[config.mk]
export PLATFORM = sky130hd
export DESIGN_NAME = stream_rotator
export DESIGN_NICKNAME = d
export VERILOG_FILES = /design/src/rtl/stream_rotator_pkg.sv /design/src/rtl/stream_rotator_stage.sv /design/src/rtl/stream_rotator.sv
export SDC_FILE = /design/constraint.sdc
export NUM_CORES = 1
export LEC_CHECK = 0
export ABC_AREA = 1
export CORE_MARGIN = 2
export CORE_UTILIZATION = 57
export CTS_CLUSTER_SIZE = 25
export DETAILED_ROUTE_END_ITERATION = 10
export PLACE_DENSITY = 0.86
export SYNTH_ARGS = -nofsm -noshare
export SYNTH_HDL_FRONTEND = slang
export SYNTH_SLANG_ARGS = --single-unit
[constraint.sdc]
create_clock -name clkIN -period 2.06 [get_ports clkIN]
set_clock_uncertainty 0.1 [all_clocks]
set_input_delay 0.309 -clock clkIN [delete_from_list [all_inputs] [get_ports clkIN]]
set_output_delay 0.309 -clock clkIN [all_outputs]
set_load 0.005 [all_outputs]
[src/rtl/stream_rotator_pkg.sv]
`default_nettype none
// ============================================================================
// Module   : stream_rotator_pkg
// Brief    : Shared types and shift-normalisation helper for stream_rotator.
// Revision : 1.0 - initial release
// ============================================================================
package stream_rotator_pkg;

    localparam int c_NORM_W = 32;

    typedef enum logic {
        ROT_LEFT  = 1'b0,
        ROT_RIGHT = 1'b1
    } rot_dir_t;

    // Per-stage control payload; data and amount widths depend on WIDTH.
    typedef struct packed {
        logic valid;
        logic err;
    } stage_flags_t;

    typedef struct packed {
        logic                err;
        logic [c_NORM_W-1:0] amount;
    } norm_t;

    // Converts a requested rotate into an equivalent left-rotate amount.
    function automatic norm_t normalise_shift(
        input logic [c_NORM_W-1:0] n,
        input rot_dir_t            dir,
        input logic [c_NORM_W-1:0] width
    );
        norm_t r;
        r.err    = 1'b0;
        r.amount = '0;
        if (n >= width) begin
            r.err = 1'b1;
        end else if (dir == ROT_RIGHT && n != '0) begin
            r.amount = width - n;
        end else begin
            r.amount = n;
        end
        return r;
    endfunction

endpackage
`default_nettype wire

[src/rtl/stream_rotator_stage.sv]
`default_nettype none
// ============================================================================
// Module   : rotator_stage
// Brief    : One registered pipeline stage that conditionally rotates left by
//            the constant STEP, with a bubble-collapsing valid/ready handshake.
// Revision : 1.0 - initial release
// ============================================================================
module rotator_stage
    import stream_rotator_pkg::*;
#(
    parameter int WIDTH   = 24,
    parameter int SHIFT_W = 5,
    parameter int STEP    = 1
) (
    input  logic               clk,
    input  logic               rst,
    input  logic               i_valid,
    input  logic [WIDTH-1:0]   i_data,
    input  logic [SHIFT_W-1:0] i_e,
    input  logic               i_err,
    output logic               o_up_ready,
    output logic               o_valid,
    output logic [WIDTH-1:0]   o_data,
    output logic [SHIFT_W-1:0] o_e,
    output logic               o_err,
    input  logic               i_dn_ready
);

    localparam int c_BIT = $clog2(STEP);

    stage_flags_t       r_flags;
    logic [WIDTH-1:0]   r_data;
    logic [SHIFT_W-1:0] r_e;
    logic [WIDTH-1:0]   w_rot;

    // Load whenever the register is empty or its word leaves this cycle.
    assign o_up_ready = !r_flags.valid || i_dn_ready;

    assign w_rot = i_e[c_BIT] ? {i_data[WIDTH-STEP-1:0], i_data[WIDTH-1:WIDTH-STEP]}
                              : i_data;

    always_ff @(posedge clk) begin
        if (rst) begin
            r_flags <= '0;
            r_data  <= '0;
            r_e     <= '0;
        end else if (o_up_ready) begin
            r_flags.valid <= i_valid;
            if (i_valid) begin
                r_data      <= w_rot;
                r_e         <= i_e;
                r_flags.err <= i_err;
            end
        end
    end

    assign o_valid = r_flags.valid;
    assign o_data  = r_data;
    assign o_e     = r_e;
    assign o_err   = r_flags.err;

endmodule
`default_nettype wire

[src/rtl/stream_rotator.sv]
`default_nettype none
// ============================================================================
// Module   : stream_rotator
// Brief    : Pipelined WIDTH-bit left/right rotator with valid/ready streaming,
//            one rotate-by-2^k stage per register. Optional feature macro:
//            STREAM_ROTATOR_AUTO_ROTATE_EN (adds autoIN and a step counter).
// Revision : 1.0 - initial release
// ============================================================================
module stream_rotator
    import stream_rotator_pkg::*;
#(
    parameter  int WIDTH   = 24,
    localparam int SHIFT_W = $clog2(WIDTH)
) (
    input  logic               clkIN,
    input  logic               rstIN,
`ifdef STREAM_ROTATOR_AUTO_ROTATE_EN
    input  logic               autoIN,
`endif
    input  logic [WIDTH-1:0]   dataIN,
    input  logic [SHIFT_W-1:0] shiftIN,
    input  logic               dirIN,
    input  logic               validIN,
    output logic               readyOUT,
    output logic [WIDTH-1:0]   dataOUT,
    output logic               validOUT,
    input  logic               readyIN,
    output logic               rangeErrOUT,
    output logic               busyOUT
);

    // Index k is the input of stage k; index SHIFT_W is the pipe output.
    logic [WIDTH-1:0]   w_data  [0:SHIFT_W];
    logic [SHIFT_W-1:0] w_e     [0:SHIFT_W];
    logic               w_err   [0:SHIFT_W];
    logic               w_valid [0:SHIFT_W];
    logic               w_ready [0:SHIFT_W];

    logic [SHIFT_W-1:0] w_n;
    norm_t              w_norm;
    logic               w_accept;
    logic               w_unused;

    assign readyOUT = !rstIN && w_ready[0];
    assign w_accept = validIN && readyOUT;

`ifdef STREAM_ROTATOR_AUTO_ROTATE_EN
    logic [SHIFT_W-1:0] r_step;

    always_ff @(posedge clkIN) begin
        if (rstIN) begin
            r_step <= '0;
        end else if (w_accept && autoIN) begin
            r_step <= (r_step == SHIFT_W'(WIDTH - 1)) ? '0 : r_step + SHIFT_W'(1);
        end
    end

    assign w_n = autoIN ? r_step : shiftIN;
`else
    assign w_n = shiftIN;
`endif

    assign w_norm     = normalise_shift(c_NORM_W'(w_n), rot_dir_t'(dirIN), c_NORM_W'(WIDTH));
    assign w_valid[0] = validIN;
    assign w_data[0]  = dataIN;
    assign w_e[0]     = w_norm.amount[SHIFT_W-1:0];
    assign w_err[0]   = w_norm.err;
    assign w_ready[SHIFT_W] = readyIN;

    for (genvar k = 0; k < SHIFT_W; k++) begin : g_stage
        rotator_stage #(
            .WIDTH   (WIDTH),
            .SHIFT_W (SHIFT_W),
            .STEP    (1 << k)
        ) u_stage (
            .clk        (clkIN),
            .rst        (rstIN),
            .i_valid    (w_valid[k]),
            .i_data     (w_data[k]),
            .i_e        (w_e[k]),
            .i_err      (w_err[k]),
            .o_up_ready (w_ready[k]),
            .o_valid    (w_valid[k+1]),
            .o_data     (w_data[k+1]),
            .o_e        (w_e[k+1]),
            .o_err      (w_err[k+1]),
            .i_dn_ready (w_ready[k+1])
        );
    end

    assign dataOUT  = w_data[SHIFT_W];
    assign validOUT = w_valid[SHIFT_W];

    // A power-of-two width cannot express an out-of-range amount.
    if ((1 << SHIFT_W) == WIDTH) begin : g_err_const
        assign rangeErrOUT = 1'b0;
    end else begin : g_err_live
        assign rangeErrOUT = w_err[SHIFT_W];
    end

    always_comb begin
        busyOUT = 1'b0;
        for (int k = 1; k <= SHIFT_W; k++) begin
            busyOUT = busyOUT | w_valid[k];
        end
    end

    assign w_unused = ^{w_norm.amount[c_NORM_W-1:SHIFT_W], w_e[SHIFT_W], w_err[SHIFT_W]};

endmodule
`default_nettype wire
==> results of run 1 <==
-- critical path, cell delays in order (launching register included) --
cell and delay (ps):
dfxtp_1 450, nor3_1 90, nand3_1 80, clkdlybuf4s50_1 500
-- worst max-delay path by stage --
stage               slack [ps]  cells past startpoint                             to
floorplan                  400                     10  g_stage[0].u_stage.o_data[10]
global placement           -30                     11      g_stage[0].u_stage.o_e[1]
detailed placement         -60                     11      g_stage[0].u_stage.o_e[1]
CTS                        120                      3                        busyOUT
global route                40                      3                        busyOUT
finish                     120                      3                        busyOUT
-- where the power goes --
group          leakage [nW]  switching [mW]  internal (mW)
logic                  1.83           0.423          0.293
registers              1.15          0.0841           2.85
clock network         0.314            1.11           2.12
total                  3.29            1.61           5.26
-- through the flow --
stage	setup TNS (ps)	utilization	instance area, sq um	hold WS (ps)
global route	0	0.698	7940	141
CTS	0	0.698	7940	120
floorplan	0	-	6600	330
detailed placement	-267	0.643	7310	346
finish	0	0.698	7940	124
global placement	-42.8	0.643	7310	341
-- cells by family (layout without fill, tap and decap cells) --
family	after synthesis	count (layout)	share of synthesized area
AOI/OAI and AO/OA	245	245	0.222
adders and majority gates	1	1	0.00190
and+or+nand+nor	357	357	0.224
DFF	140	140	0.425
buffers and inverters	206	253	0.127
-- cell type report --
type                       instances  area, sq um
fill                             921         3430
multi-input combinational        603         2960
inverter                         139          522
timing repair buffer              82          840
clock buffer                      22          474
sequential                       140         2800
tap                              143          179
clock inverter                    10          161
-- per-layer routing --
layer,up-vias,track usage
met5,-,0
met4,0,0.0790
met3,22,0.0517
met2,118,0.393
met1,2597,0.299
li1,3157,-
-- registers in the layout, summed over array words and instances (netlist names) --
register and count:
g_stage.u_stage.o_err 5, g_stage.u_stage.o_data 120, g_stage.u_stage.o_e 10, g_stage.u_stage.o_valid 5
-- cell usage after synthesis --
library cell and instances:
inv_2 4, buf_6 4, buf_2 17, nand3b_1 1, buf_1 5, nand2_4 2, clkbuf_1 37, o21ai_0 37
o21ai_4 1, nand3_1 47, a211oi_1 90, nor2_1 190, ha_1 1, nand2_1 103, a21boi_0 1, inv_1 135
dfxtp_1 140, nor2_2 2, nand4_1 2, nand2_2 2, nand3_2 7, a21oi_1 116, nor3_1 1, buf_4 4
==> reports/results.tsv, run 1 <==
metric	value	unit
place_congestion	0.821	
rr_worst_depth	7	
syn_inst	949	
worstSkewPairLatency	420	ps
finalPower	6.88	mW
synth_top_area_cell	dfxtp_1	
endpoint_kind	primary output	
vdd_drop_max	0.000576	V
slew_headroom	0.702	
leakagePower	3.29	nW
grt.overflow.total	0	
crit-reg2reg-capture	g_stage[0].u_stage.o_e[2]	
antenna_found_initial	0	
start_util	0.580	
yosysWarningCount	0	
stdcell_count	1139	
drt-initial-drc-count	434	
drive_above_1_share	0.0723	
hp-start	rstIN	
postCtsHoldBufs	0	
die-area	0.0125	sq mm
highest_layer	met4	
cts_root_buffer	clkbuf_16	
route.detailed.drc	0	
r2r_slack	410	ps
pwr_density_cell	866	mW/mm^2
post-place-ws	-60.9	ps
grt_start_max_net_pins	92	
cts_max_path_buffers	2	
design.core.area	0.0114	sq mm
synth_seq_area_share	0.425	
hold_end	g_stage[2].u_stage.o_e[3]	
synthesis.nets	984	
rsz0062_at_grt	no	
synth_top_area_frac	0.425	
crit_type	reg2out	
final-setup-viol-count	0	
gr-usage-all-layers	0.234	
routed-wl-met2	6670	um
ys_seq_elements	140	
worstPathArrival	1530	ps
cts_buffers	17	
min_path_type	in2reg	
die_h	112	um
fmax	516	MHz
via_count	5894	
crit_required	1650	ps
hpwl	9370	um
cts_sinks	140	
period_minus_slack	1940	ps
vias_per_cell	5.17	
ios	62	
crit_path_max_fanout	6	
worstMarginPinSlew	447	ps
die_w	112	um
hold_viol_final	0	
ys_types	24	
yosys-top-cells-area	dfxtp_1, nor2_1, a211oi_1	
syn-cell-area	0.00660	sq mm
layout_setup_ws	120	ps
cts_tree	built	
grt_pass1_vias	5362	
io_buffers	61	
min_path_cells	2	
maxSlewViolCount	0	
cts_setup_buffers	0	
wl_met1	6590	um
syn_to_final_growth	20.3	%
first_pass_iters	5	
diodes	0	
row_count	39	
period_share	0.942	
crit_path_start_kind	register	
syn_area_per_cell	6.95	sq um
status	finished clean	
final_cell_mix	nor2_1, dfxtp_1, inv_1	
startpoint	g_stage[0].u_stage.o_valid	
r2r_start	g_stage[3].u_stage.o_valid	
drtAntennaViolNets	0	
dpl.cell_count	1107	
num-nets-final	1018	
grt_pass1_wl	24100	um
final_common_cell	nor2_1	
path_clk_slew	50	ps
drv_cap	0	
wirelength	14000	um
wl_per_cell	12.3	um
ctsResizeCount	1	
htree_levels	4	
wl_met3	505	um
Power figures use the tool's default switching activity.
==> run 2, diff against run 1 <==
==> constraint.sdc (replaced) <==
create_clock -name clkIN -period 2.06 [get_ports clkIN]
set_clock_uncertainty 0.1 [all_clocks]
set_input_delay 0.412 -clock clkIN [delete_from_list [all_inputs] [get_ports clkIN]]
set_output_delay 0.412 -clock clkIN [all_outputs]
set_load 0.005 [all_outputs]
==> reports/results.tsv, run 2 (synthesis gave the netlist of run 1 again) <==
metric	value	unit	change
finish.instance_area	0.00795	sq mm	+0.13%
slowest_delay	450	ps	-50 ps
leakagePower	3.29	nW	+0.19%
ios	62		unchanged
final_cell_mix	nor2_1, dfxtp_1, inv_1		
syn_to_final_growth	20.5	%	
drt-initial-drc-count	343		-21%
startpoint	g_stage[1].u_stage.o_valid		
start_util	0.580		unchanged
num-nets-final	1025		+0.69%
maxSlewViolCount	0		unchanged
worstSkewPairLatency	410	ps	about the same
crit_path_max_fanout	4		-2
grt_pass1_vias	5163		-3.7%
period_minus_slack	1970	ps	+26.3 ps
slew_headroom	0.610		-0.0927
crit_required	1550	ps	-100 ps
cts_buffers	17		unchanged
hpwl	9100	um	-2.8%
wl_per_cell	12.1	um	-1.7%
r2r_start	g_stage[4].u_stage.o_valid		
power_frac_seq	0.439		+0.013
hold_viol_final	0		unchanged
p_sw_frac	0.236		+0.000884
die_h	112	um	unchanged
wirelength	13800	um	-1.1%
p_switching	1.57	mW	-2.5%
slowest_stage	clkdlybuf4s50_1		
grt_start_max_net_pins	129		+40%
io_buffers	61		unchanged
htree_levels	4		unchanged
nFillCells	930		+0.98%
pwr_density_cell	840	mW/mm^2	-3.0%
worstPathArrival	1450	ps	-80 ps
fmax	509	MHz	-1.3%
multiInputGateArea	0.00297	sq mm	+0.17%
path_cells	nor3_2, nand3_1, clkdlybuf4s50_1		
cts_root_buffer	clkbuf_16		
crit_type	reg2out		
grt_pass1_wl	23300	um	-3.3%
p_int	5.10	mW	-3.0%
status	finished clean		
route.detailed.drc	0		unchanged
row_count	39		unchanged
largest_reg_flops	120		unchanged
hp-start	g_stage[0].u_stage.o_e[4]		
cts_max_path_buffers	2		unchanged
drive_above_1_share	0.0768		+0.00456
die-area	0.0125	sq mm	unchanged
min_path_type	reg2reg		
clkPwrFrac	0.454		-0.016
register_area	0.00281	sq mm	about the same
endpoint_kind	primary output		
grt.overflow.total	0		unchanged
cts_tree	built		
die_w	112	um	unchanged
via_count	5864		-0.51%
placed_area	0.00734	sq mm	+0.51%
path_clk_slew	50	ps	about the same
combinationalPowerShare	0.107		+0.003
vdd_drop_max	0.000577	V	+0.31%
worstMarginPinSlew	586	ps	+139 ps
final_common_cell	nor2_1		
drtAntennaViolNets	0		unchanged
holdWs	360	ps	+235 ps
final-setup-viol-count	0		unchanged
crit_path_start_kind	register		
first_pass_iters	5		unchanged
cts_sinks	140		unchanged
place_congestion	0.817		-0.49%
rsz0062_at_grt	no		
antenna_found_initial	0		unchanged
period_share	0.954		+0.0128
vias_per_cell	5.12		-1.0%
design.core.area	0.0114	sq mm	unchanged
diodes	0		unchanged
gr-usage-all-layers	0.228		-0.00605
drv_cap	0		unchanged
run 2: final timing paths:
path,slack [ps],cells after the start,end
worst max-delay path,90,3,busyOUT
worst min-delay path,360,2,g_stage[1].u_stage.o_e[4]
worst max register to register,340,9,g_stage[0].u_stage.o_data[18]
worst min register to register,360,2,g_stage[1].u_stage.o_e[4]
run 2: timing repair:
item	4_1_cts	5_1_grt
resized for setup	2	3
gates cloned	0	0
setup buffers	2	0
hold buffers	0	0
endpoints found under the setup margin	1	2
pin swaps	1	0
run 2: power by group through the flow:
| stage | registers, mW | clock network (mW) | logic, mW |
|---|---|---|---|
| 2_1_floorplan | 2.96 | 0 | 0.495 |
| 3_3_place_gp | 2.98 | 0 | 0.689 |
| 3_5_place_dp | 2.98 | 0 | 0.704 |
| 4_1_cts | 2.93 | 3.06 | 0.715 |
| 5_1_grt | 2.95 | 3.19 | 0.814 |
| 6_report | 2.93 | 3.03 | 0.713 |
run 2: layout make-up:
| cell class | count | share of cell area |
|---|---|---|
| multi-input cells | 603 | 0.373 |
| flip-flops and latches | 140 | 0.353 |
| inverters | 139 | 0.0656 |
| clock inverters | 6 | 0.0140 |
| well taps | 143 | 0.0225 |
| clock buffers | 25 | 0.0598 |
| repair buffers | 89 | 0.112 |
run 2: per-stage QoR:
stage	utilization	setup slack [ps]	instances	power, mW	setup TNS (ps)
detailed placement	0.646	-267	1112	3.69	-3580
CTS	0.699	1.85	1145	6.70	0
global placement	0.646	-256	1112	3.67	-3070
global route	0.699	5.57	1145	6.95	0
finish	0.699	93.9	1145	6.68	0
floorplan	-	300	949	3.46	0
run 2: critical path, delay by kind of cell (launching register included):
kind	cells	cell delay [ps]
buffers and inverters	1	450
flip-flops	1	350
AND/OR/NAND/NOR	2	250
run 2: routing by layer:
layer	global-route usage	routed length, um	up-vias
li1	-	-	3175
met1	0.287	6550	2567
met2	0.392	6660	111
met3	0.0501	463	11
met4	0.0691	138	0
met5	0	0	-
==> patch 1 (flow settings as in run 1) <==
Add a define of `STREAM_ROTATOR_AUTO_ROTATE_EN`.
--- a/src/rtl/stream_rotator.sv
+++ b/src/rtl/stream_rotator.sv
@@ -7,4 +7,6 @@
 // Revision : 1.0 - initial release
 // ============================================================================
+`define STREAM_ROTATOR_AUTO_ROTATE_EN
+
 module stream_rotator
     import stream_rotator_pkg::*;
Interface: changed (added autoIN); port bits go from 62 to 63. No check against the original RTL was run, so the function may have changed too.
==> patch 1 against run 1 <==
- first-iteration DRC count rose by 41%
- final area rose by 4.8%
- sequential share of layout area fell by 0.39 points
- non-clock buffer count rose by 16
- count of clock-buffer cells in the layout did not move
- worst setup slack improved by 0.038 ns
- register-to-register slack got worse by 0.15 ns
- wire length rose by 5.7%
- largest power group is now registers
- core utilization barely moved
- die area rose by 4.4%
- sequential cell count rose by 5
- area after synthesis rose by 4.6%
- total power fell by 2.6%
==> patch 1: results (changes against run 1) <==
Run status
  • Status: completed

Cells and area
  • Synthesis-to-layout area growth: 20.6%
  • Inverters: 148 (+6.5%)
  • Clk tree area frac: 6.61% (-1.4 points)
  • Register area: 0.00291 sq mm (+3.7%)
  • Plain + repair buffers: 98 (+20%)
  • Multi-input gate area: 0.00312 sq mm (+5.2%)
  • FFs & Latches: 145 (+3.6%)
  • Multi-In Gates: 645 (+7.0%)
  • Layout cell share with drive strength beyond 1: 10.3% (+3.1 points)

Place
  • Placed wire-length estimate: 9850 microns (+5.2%)
  • RePlAce Congestion: 0.846 (+3.1%)
  • DP Worst Slack: -0.270 ns (-0.209 ns)
  • I/O Buffers: 62 (+1.6%)

Logic synthesis
  • Post-Syn Nets: 1043 (+6.0%)
  • Proportion of synthesized chip area in sequential cells: 42.1% (-0.41 points)
  • Post-Synth Adder-Cell Area: 0.363% (+0.17 points)
  • Commonest cells post-synth: a21oi_1 (207), dfxtp_1 (145), inv_1 (142), o21ai_0 (122), nand2_1 (103)
  • Xor and xnor area share after synthesis: 0.381% (+0.38 points)

Setup path
  • CP top delay family: simple AND/OR/NAND/NOR gates
  • Slowest-stage cell, CP: dfxtp_1

Route
  • Met3 WL: 608 microns (+20%)
  • Routed WL per cell: 12.1 microns (-0.95%)
  • Vias after detailed routing: 6393 (+8.5%)
  • Met1 WL: 6900 microns (+4.7%)

Power
  • Peak VDD IR: 687 uV (+19%)
  • Int Pwr: 5000 uW (-5.0%)
  • Lkg Pwr: 0.00357 uW (+8.6%)
  • Tot Pwr: 6700 uW (-2.6%)
  • P_comb: 823 uW (+15%)

Timing
  • Slew at the pin with the worst max-slew slack: 0.425 ns (-0.0213 ns)

Min path
  • Hold Path Class: register to register

GRT
  • Grt met2 use: 39.7% (+0.41 points)
-- patch 1: logic make-up after synthesis --
group / Yosys count
AOI/OAI and AO/OA: 340
and+or+nand+nor: 300
buffers and inverters: 216
DFF: 145
xor gates and xnor gates: 3
adders and majority gates: 2
-- patch 1: what timing repair did --
item	CTS	global route
gates cloned	0	0
endpoints found under the setup margin	1	5
gates resized for setup	2	2
buffers inserted	1	0
pin swaps	0	0
-- patch 1: path summary, 6_finish.rpt --
kind / from / to / slack [ns] / depth (start not counted)
worst min-delay path: g_stage[1].u_stage.o_data[15] / g_stage[1].u_stage.o_data[15] / 0.37 / 2
worst max register to register: r_step[0] / g_stage[0].u_stage.o_e[4] / 0.26 / 10
worst max-delay path: g_stage[3].u_stage.o_valid / readyOUT / 0.16 / 6
worst min register to register: g_stage[1].u_stage.o_data[15] / g_stage[1].u_stage.o_data[15] / 0.37 / 2
-- patch 1: worst min-delay path, stage by stage, from the launching register on --
cell     delay (ns)
dfxtp_1        0.31
inv_1          0.07
a21oi_1        0.05
==> patch 2 (flow settings as in run 1) <==
Without the edit above. Register the output `rangeErrOUT`; this adds one clock of latency there. The other outputs are not delayed to match.
--- a/src/rtl/stream_rotator.sv
+++ b/src/rtl/stream_rotator.sv
@@ -29,4 +29,6 @@
     output logic               busyOUT
 );
+
+    logic rangeErrOUT_d;
 
     // Index k is the input of stage k; index SHIFT_W is the pipe output.
@@ -94,7 +96,7 @@
     // A power-of-two width cannot express an out-of-range amount.
     if ((1 << SHIFT_W) == WIDTH) begin : g_err_const
-        assign rangeErrOUT = 1'b0;
+        assign rangeErrOUT_d = 1'b0;
     end else begin : g_err_live
-        assign rangeErrOUT = w_err[SHIFT_W];
+        assign rangeErrOUT_d = w_err[SHIFT_W];
     end
 
@@ -108,4 +110,8 @@
     assign w_unused = ^{w_norm.amount[c_NORM_W-1:SHIFT_W], w_e[SHIFT_W], w_err[SHIFT_W]};
 
+    always_ff @(posedge clkIN) begin
+        rangeErrOUT <= rangeErrOUT_d;
+    end
+
 endmodule
 `default_nettype wire
Function: changed (Yosys sat finds a counterexample within 10 cycles, from zero or initial values and one cycle with rstIN high).
==> patch 2 against run 1 <==
- die area up 0.30%
- final area up 0.25%
- maximum frequency up 0.90%
- non-clock buffer count up 1
- sequential cell count up 1
- area after synthesis up 0.30%
- cell count up 0.18%
- wire length up 5.0%
- combinational power up 2%
- worst setup slack better by 0.017 ns
- count of clock-buffer cells in the layout down 4
- total power down 0.42%
- clock power down 2%
- largest cell class unchanged
==> patch 2: results (changes against run 1) <==
Run status
  • Status: completed

Timing
  • Slew at the pin with the worst max-slew slack: 0.439 ns (-0.00765 ns)
  • Endpoints failing hold: 0 (unchanged)

Route
  • Initial DRT Pass Iterations: 5 (unchanged)
  • 1st-iter DRT viols: 509 (+17%)
  • Routed WL per cell: 12.9 microns (+4.8%)
  • Routed vias/inst: 5.35 (+3.4%)

GRT
  • Number of global-route vias before repair: 5517 (+2.9%)
  • Met1 GRT Util: 30.6% (+0.75 points)
  • Grt met2 use: 39.2% (-0.077 points)
  • Initial antenna violation count: 0 (unchanged)
  • Top Usage Layer GRT: met2
  • Largest net degree at the start of global routing: 92 (unchanged)
  • Met3 global-route usage: 5.44% (+0.27 points)
  • Total GRT Usage: 24.1% (+0.72 points)
  • Global-route wire length before repair: 24900 microns (+3.2%)

Logic synthesis
  • Commonest cells post-synth: nor2_1 (190), dfxtp_1 (141), inv_1 (135), a21oi_1 (116), nand2_1 (103)
  • Post-Syn Nets: 985 (+0.10%)
  • Area contributors post-synth: dfxtp_1 (43%), nor2_1 (11%), a211oi_1 (10%)
  • Most common flop cell mapped by yosys: dfxtp_1
  • Number of synthesis warnings: 0 (unchanged)
  • Proportion of synthesized chip area in sequential cells: 42.7% (+0.17 points)
  • Distinct cells, synth: 24 (unchanged)
  • Ys async rst share: 0% (unchanged)

Setup path
  • Crit path DAT: 1.51 ns (-0.02 ns)
  • CP max FO: 6 (unchanged)

Cells and area
  • Ant diodes: 0 (unchanged)
  • Layout cell share with drive strength beyond 1: 7.62% (+0.39 points)
  • Fillcell total: 889 (-3.5%)
  • Max FFs per register: 120 (unchanged)
  • Final net count: 1020 (+0.20%)

Clocking
  • CTS H-tree lvls: 4 (unchanged)
  • Worst-path clk slew: 0.06 ns
  • Insertion delay of the later-clocked pin in the worst-skew pair: 0.41 ns
  • Root buffer cell: clkbuf_16
  • Maximum clock path buffer count: 2 (unchanged)
  • TritonCTS Buffers: 17 (unchanged)

Place
  • I/O Buffers: 61 (unchanged)
  • Dpl cell area: 0.00733 sq mm (+0.27%)
  • DP Worst Slack: -0.193 ns (-0.132 ns)
  • Placed wire-length estimate: 9400 microns (+0.33%)
  • RePlAce Congestion: 0.890 (+8.4%)

Power
  • Lkg Pwr: 0.00328 uW (-0.27%)
  • Peak VDD IR: 625 uV (+8.6%)

Min path
  • Hold Path Class: input port to register
[patch 2: changes by cell type after synthesis]
cell / before / now
dfxtp_1: 140 / 141
[patch 2: stage by stage]
step / util, % / setup TNS (ns) / power, uW / instances
final: 70.0 / 0 / 6850 / 1141
after global routing: 70.0 / 0 / 7110 / 1141
after CTS: 70.0 / 0 / 6860 / 1141
after detailed placement: 64.4 / -4.17 / 3710 / 1108
after global placement: 64.4 / -2.48 / 3690 / 1108
after floorplan: - / 0 / 3480 / 950
[patch 2: cell type report]
cell class	instances	share of cell area [%]
Clock buffer	18	5.52
Multi-Input combinational cell	603	37.3
Clock inverter	14	2.31
Inverter	139	6.55
Tap cell	143	2.25
Timing Repair Buffer	83	10.6
Sequential cell	141	35.5
[patch 2: logic make-up after synthesis]
family                   share of synthesized area [%]
AND/OR/NAND/NOR                                   22.3
AO/OA/AOI/OAI                                     22.1
buffers and inverters                             12.7
flip-flops                                        42.7
adder cells (fa/ha/maj)                          0.189
[patch 2: final timing paths]
check | start | endpoint | slack [ns] | depth (start not counted)
max reg2reg | g_stage[0].u_stage.o_e[1] | g_stage[1].u_stage.o_data[20] | 0.36 | 5
min | rstIN | g_stage[3].u_stage.o_valid | 0.07 | 2
min reg2reg | g_stage[4].u_stage.o_err | rangeErrOUT | 0.25 | 0
max | g_stage[0].u_stage.o_valid | busyOUT | 0.14 | 3
[patch 2: power breakdown]
group          total (uW)  internal (uW)  switching, uW
Combinational         729            293            436
Clock                3170           1960           1210
Sequential           2950           2860           86.0
[patch 2: per-layer routing]
layer | routed length (microns) | share of wire, %
met3 | 643 | 4.4
met5 | 0 | 0
met2 | 6910 | 47
met4 | 485 | 3.3
met1 | 6630 | 45
[patch 2: critical path, stage by stage, from the launching register on]
cell and delay, ns:
dfxtp_1 0.48, nor3_2 0.07, nand3_1 0.07, clkdlybuf4s50_1 0.49
[patch 2: timing repair]
item | CTS | global route
buffers inserted | 1 | 0
endpoints found under the setup margin | 1 | 1
pin swaps | 1 | 0
hold endpoints to repair | 0 | 0
gates resized for setup | 1 | 1
gates cloned | 0 | 0
